==> src/rtl/board_reset_controller.sv <==
// Board-level reset/halt controller for the rvx core.
// Two raw push-buttons are synchronized and debounced. A two-state FSM holds
// the core in reset for a minimum number of cycles after power-on or after a
// reset-button press. Halt requests are forwarded only while running.
module board_reset_controller #(
  parameter int unsigned DEBOUNCE_CYCLES   = 120000,
  parameter int unsigned RESET_HOLD_CYCLES = 16
) (
  input  logic clock,
  input  logic reset_n,
  input  logic reset_button,
  input  logic halt_button,
  output logic core_reset_n,
  output logic core_halt,
  output logic in_reset
);

  localparam int unsigned DbW   = $clog2(DEBOUNCE_CYCLES + 1);
  localparam int unsigned HoldW = $clog2(RESET_HOLD_CYCLES + 1);

  localparam logic [DbW-1:0]   DbMax   = DbW'(DEBOUNCE_CYCLES - 1);
  localparam logic [HoldW-1:0] HoldMax = HoldW'(RESET_HOLD_CYCLES - 1);

  // Bit positions of the two buttons in the packed per-button vectors.
  localparam int BtnRst  = 0;
  localparam int BtnHalt = 1;

  typedef enum logic {StHold, StRun} state_e;

  logic [1:0]       sync1_q, sync2_q;
  logic [1:0]       db_q, db_d;
  logic [DbW-1:0]   db_cnt_q [2];
  logic [DbW-1:0]   db_cnt_d [2];

  state_e           state_q, state_d;
  logic [HoldW-1:0] hold_cnt_q, hold_cnt_d;

  logic core_reset_n_q, core_reset_n_d;
  logic core_halt_q, core_halt_d;
  logic in_reset_q, in_reset_d;

  // Two-flop synchronizers for both raw buttons.
  always_ff @(posedge clock or negedge reset_n) begin
    if (!reset_n) begin
      sync1_q <= '0;
      sync2_q <= '0;
    end else begin
      sync1_q <= {halt_button, reset_button};
      sync2_q <= sync1_q;
    end
  end

  // Debouncers: count consecutive mismatch cycles, flip after DEBOUNCE_CYCLES.
  always_comb begin
    db_d = db_q;
    for (int i = 0; i < 2; i++) begin
      db_cnt_d[i] = '0;
      if (sync2_q[i] != db_q[i]) begin
        if (db_cnt_q[i] == DbMax) begin
          db_d[i] = ~db_q[i];
        end else begin
          db_cnt_d[i] = db_cnt_q[i] + DbW'(1);
        end
      end
    end
  end

  // Debounced state and counters.
  always_ff @(posedge clock or negedge reset_n) begin
    if (!reset_n) begin
      db_q        <= '0;
      db_cnt_q[0] <= '0;
      db_cnt_q[1] <= '0;
    end else begin
      db_q        <= db_d;
      db_cnt_q[0] <= db_cnt_d[0];
      db_cnt_q[1] <= db_cnt_d[1];
    end
  end

  // FSM state register and hold counter.
  always_ff @(posedge clock or negedge reset_n) begin
    if (!reset_n) begin
      state_q    <= StHold;
      hold_cnt_q <= '0;
    end else begin
      state_q    <= state_d;
      hold_cnt_q <= hold_cnt_d;
    end
  end

  // FSM next state: leave HOLD after RESET_HOLD_CYCLES released cycles.
  always_comb begin
    state_d    = state_q;
    hold_cnt_d = hold_cnt_q;
    unique case (state_q)
      StHold: begin
        if (db_q[BtnRst]) begin
          hold_cnt_d = '0;
        end else if (hold_cnt_q == HoldMax) begin
          state_d    = StRun;
          hold_cnt_d = '0;
        end else begin
          hold_cnt_d = hold_cnt_q + HoldW'(1);
        end
      end
      StRun: begin
        hold_cnt_d = '0;
        if (db_q[BtnRst]) begin
          state_d = StHold;
        end
      end
    endcase
  end

  // FSM outputs, computed from the next state so they change on the transition edge.
  // Halt is suppressed on the RUN-entry edge and follows the debouncer afterwards.
  always_comb begin
    core_reset_n_d = (state_d == StRun);
    in_reset_d     = (state_d == StHold);
    core_halt_d    = 1'b0;
    if (state_q == StRun && state_d == StRun) begin
      core_halt_d = db_q[BtnHalt];
    end
  end

  // Output flops keep core_reset_n free of combinational glitches.
  always_ff @(posedge clock or negedge reset_n) begin
    if (!reset_n) begin
      core_reset_n_q <= 1'b0;
      core_halt_q    <= 1'b0;
      in_reset_q     <= 1'b1;
    end else begin
      core_reset_n_q <= core_reset_n_d;
      core_halt_q    <= core_halt_d;
      in_reset_q     <= in_reset_d;
    end
  end

  assign core_reset_n = core_reset_n_q;
  assign core_halt    = core_halt_q;
  assign in_reset     = in_reset_q;

endmodule

==> config.mk <==
export PLATFORM = sky130hd
export DESIGN_NAME = board_reset_controller
export DESIGN_NICKNAME = d
export VERILOG_FILES = /design/src/rtl/board_reset_controller.sv
export SDC_FILE = /design/constraint.sdc
export NUM_CORES = 1
export LEC_CHECK = 0
export CAP_MARGIN = 20
export CORE_UTILIZATION = 49
export CTS_BUF_LIST = sky130_fd_sc_hd__clkbuf_16
export CTS_CLUSTER_SIZE = 28
export DETAILED_ROUTE_END_ITERATION = 12
export GPL_ROUTABILITY_DRIVEN = 0
export PLACE_DENSITY = 0.66
export SYNTH_ARGS = -nofsm -noshare
export SYNTH_HDL_FRONTEND = slang
export SYNTH_SLANG_ARGS = --single-unit
==> constraint.sdc <==
create_clock -name clock -period 2.8 [get_ports clock]
set_clock_uncertainty 0.05 [all_clocks]
set_input_delay 0.42 -clock clock [delete_from_list [all_inputs] [get_ports clock]]
set_output_delay 0.42 -clock clock [all_outputs]
set_load 0.02 [all_outputs]
Word-level counts from Yosys, hierarchy flattened:

Index checks and enable logic that the tools add are counted.

* add/subtract/negate cells: 3
* order comparisons: 0
* equality and inequality tests: 5
* reductions and logical operators: 3
* bitwise gates (word level): 4
* mux-type cells: 12
* shift-type cells: 0
* div/mod/pow operators: 0
* multipliers: 0

Operators by type and width (number)
* 2-to-1 mux 17 bit: 4
* adder 17 x 1 -> 17 bit, second input constant: 2
* == test 17 bit, second input constant: 2
* 2-to-1 mux 5 bit: 2
* case mux 5 bit (2 select lines): 1
* adder 5 x 1 -> 5 bit, second input constant: 1
* == test 5 x 4 -> 1 bit, second input constant: 1
* 2-to-1 mux 1 bit: 4
* inverter 1 bit: 4
* AND reduction 2 bit: 2
* != test 1 bit: 2
* case mux 1 bit (2 select lines): 1
* logical AND 1 bit: 1

* memories kept: 0
* RAM bits: 0
* bits in read-only memories: 0
* latch bits: 0
* flip-flop bits (word level): 48
* bits of input ports: 4
* output and inout bits: 3

Depth between registers and ports, before layout:

* depth after elaboration: 6
* gate-level depth with buffers: 5
* gate-level depth less buffers: 5

Worst setup path before layout:

OpenSTA, ideal clock, no wires.

* path kind: register -> register
* start: reg db_cnt_q[0] (netlist bit)
* end: reg db_cnt_q[16] (netlist bit)
* stages on the path, launching flop included: 6
* path buffers: 0
* slack: 1.091 ns
* data required time: 2.672 ns
* arrival time: 1.582 ns
* setup time: 0.078 ns
* path through: dfrtp_1 > ha_1 > nand3_1 > or3_4 > or3_1 > a21oi_1

RTL lines
* start: declaration: RTL line 32 `logic [DbW-1:0] db_cnt_q [2];`

==> impl_metrics.ini <==
[sta]
worst_slack_ns = 0.879
fin_crit_sh_pct = 68.6
fin_setup_tns_ns = 0
fmax_ghz = 0.521
whs_ns = 0.300
worst_pin_slew_ns = 0.710
period_minus_slack_ns = 1.92
slew_headroom_pct = 52.7
rsz0062_at_grt = false
slew_violations = 0
setup_viol = 0
final-hold-violation-count = 0

[hold_path]
hp-class = flip-flop to flip-flop

[cts]
htree_levels = 2
cts_resized = 0
insertion_delay_ns = 0.28
root_buffer = clkbuf_16
cts_tree = done
numCtsBuffers = 5
cts.clk_slew.worst_paths_ns = 0.06
cts_buffer_depth = 2
cts_sinks = 48

[detailed_routing]
wl_per_cell_um = 13.9
routed_wirelength_um = 3810
viasPerCell = 5.51
drtIter0Drc = 79
drtAntennaViolNets = 0
drc_errors = 0
drtPass1Iterations = 4
num_vias = 1511

[setup_path]
crit_fanout = 6
start_kind = flip-flop
cp-end-kind = flip-flop
critPathArrivalTime_ns = 2.08
critPathRequiredTime_ns = 2.96
worstSetupPathType = flip-flop to flip-flop

[synth]
synth_top_cell_by_area = dfrtp_1
synthTopCellsByArea = dfrtp_1, xnor2_1, nor2_1, xor2_1, nand3_1
synth_top_area_share_pct = 53.6
synthesis.nets = 217
syn_area_mm2 = 0.00219
syn_area_per_cell_um2 = 10.5
yosysWarnings = 0
ys_seq_elements = 48
synth_cells = 210
ys_seq_area_share_pct = 54.8
ys_types = 30

[power]
power_density_mw_per_mm2 = 572
p_leak_nw = 1.03
power.total_mw = 1.43
max-vdd-ir-drop_v = 0.000416

[layout]
nFillCells = 363
nNetsFinal = 230
multiInputGateArea_um2 = 952
regArea_mm2 = 0.00120
fin_util_pct = 60.4
final_cells = 274
syn2layout_area_growth_pct = 14.1
drive_gt1_share_pct = 9.38
diodes = 0
final_cell_area_mm2 = 0.00250

[floorplan]
coreArea_mm2 = 0.00414
io_pins = 7
initial_utilization_pct = 53.0
fp-row-count = 23
die_w_um = 68.9
dieArea_mm2 = 0.00475
dieHeight_um = 68.9

[placement]
placed_area_mm2 = 0.00230
io_buffers = 6
place_inst = 264
place_hpwl_um = 2590
post-place-ws_ns = 0.882

[global_route]
grt_pass1_vias = 1448
grt_pass1_wl_um = 6490
grt_max_degree = 49
antenna_found_initial = 0
grt_overflow_total = 0
grt_usage_pct = 18.8

[run_status]
status = finished, final reports clean

[flow_run]
drv_cap = 0
## area by class of cell
type / count / share of cell area, %
Tap cell: 50 / 2.50
Clock buffer: 5 / 5.00
Multi-Input combinational cell: 152 / 38.0
Timing Repair Buffer: 8 / 3.40
Sequential cell: 48 / 48.0
Inverter: 8 / 1.20
Clock inverter: 3 / 1.85
## flip-flops by register name (all words and copies together), names as in the netlist
register / cells
in_reset: 1
hold_cnt_q: 5
db_q: 2
sync1_q: 2
core_halt: 1
db_cnt_q: 34
core_reset_n: 1
sync2_q: 2
## what timing repair did
item | CTS | global route
hold endpoints to repair | 0 | 10
setup buffers | 0 | 0
hold buffers | 0 | 1
## cell families (layout without fill, tap and decap cells)
logic type	count (synthesis)	in the layout	synth area share, %
xor gates and xnor gates	31	31	12.4
muxes	2	2	1.03
AOI/OAI and AO/OA	9	9	3.08
buffers and inverters	10	24	1.82
adders and majority gates	3	3	1.71
and+or+nand+nor	107	107	25.2
DFF	48	48	54.8
## power breakdown
part	internal [mW]	switching, mW	leakage [nW]	total, mW
logic	0.0152	0.0292	0.305	0.0444
clock network	0.424	0.250	0.0804	0.674
registers	0.703	0.0107	0.648	0.714
total	1.14	0.290	1.03	1.43
## layout by cell type (no fill, tap or decap), drive strengths merged
| master | count |
|---|---|
| dfrtp | 47 |
| nor2 | 43 |
| xnor2 | 19 |
| nand3 | 16 |
| xor2 | 12 |
| nand4 | 12 |
| nor3 | 9 |
| inv | 9 |
| nand2 | 6 |
| nor4 | 6 |
| clkbuf | 5 |
| clkdlybuf4s50 | 5 |
| o21ai | 4 |
| and3 | 4 |
| a21oi | 3 |
| ha | 3 |
| or3 | 3 |
| nor4bb | 2 |
| or2 | 2 |
| mux2 | 2 |
| o31ai | 2 |
| buf | 2 |
| or4 | 1 |
| nand3b | 1 |
| and4 | 1 |
| nor4b | 1 |
| clkinvlp | 1 |
| bufinv | 1 |
| dlygate4sd3 | 1 |
| dfstp | 1 |
## path summary, 6_finish.rpt
check	to	startpoint	cells past startpoint	slack [ns]
max	db_cnt_q[16]$_DFF_PN0_	db_cnt_q[0]$_DFF_PN0_	5	0.88
min	sync2_q[1]$_DFF_PN0_	sync1_q[1]$_DFF_PN0_	0	0.30
max reg2reg	db_cnt_q[16]$_DFF_PN0_	db_cnt_q[0]$_DFF_PN0_	5	0.88
min reg2reg	sync2_q[1]$_DFF_PN0_	sync1_q[1]$_DFF_PN0_	0	0.30
max in group asynchronous	in_reset$_DFF_PN1_	reset_n	3	1.67
min in group asynchronous	db_cnt_q[4]$_DFF_PN0_	reset_n	2	0.49
## worst max-delay path, stage by stage (launching register included)
cell and delay [ns]:
dfrtp_1 0.43, ha_1 0.30, nand3_1 0.20, or3_4 0.38, or3_1 0.35, a21oi_1 0.14
## synthesized netlist by cell type
master and count:
or3_1 2, xor2_1 12, and4_2 1, o31ai_1 1, nand3b_1 1, o21ai_2 1
buf_2 2, nor4_1 6, or4_1 1, mux2_2 2, ha_1 3, dfstp_2 1
and3_1 3, nand3_1 16, and3_2 1, or2_2 2, inv_1 8, nor4b_1 1
or3_4 1, nand4_1 11, nand2_1 6, nor4bb_1 2, o21ai_0 3, dfrtp_1 47
nor2_1 43, nand4_4 1, xnor2_1 19, o31ai_4 1, nor3_1 9, a21oi_1 3
## per-layer routing
metal | vias up | global-route usage, % | share of wire, %
met3 | 4 | 5.43 | 2.6
met5 | - | 0 | 0
li1 | 750 | - | -
met4 | 0 | 4.59 | 0.95
met2 | 14 | 31.7 | 50
met1 | 743 | 23.7 | 47
No activity file was read; power rests on OpenSTA's default activity.
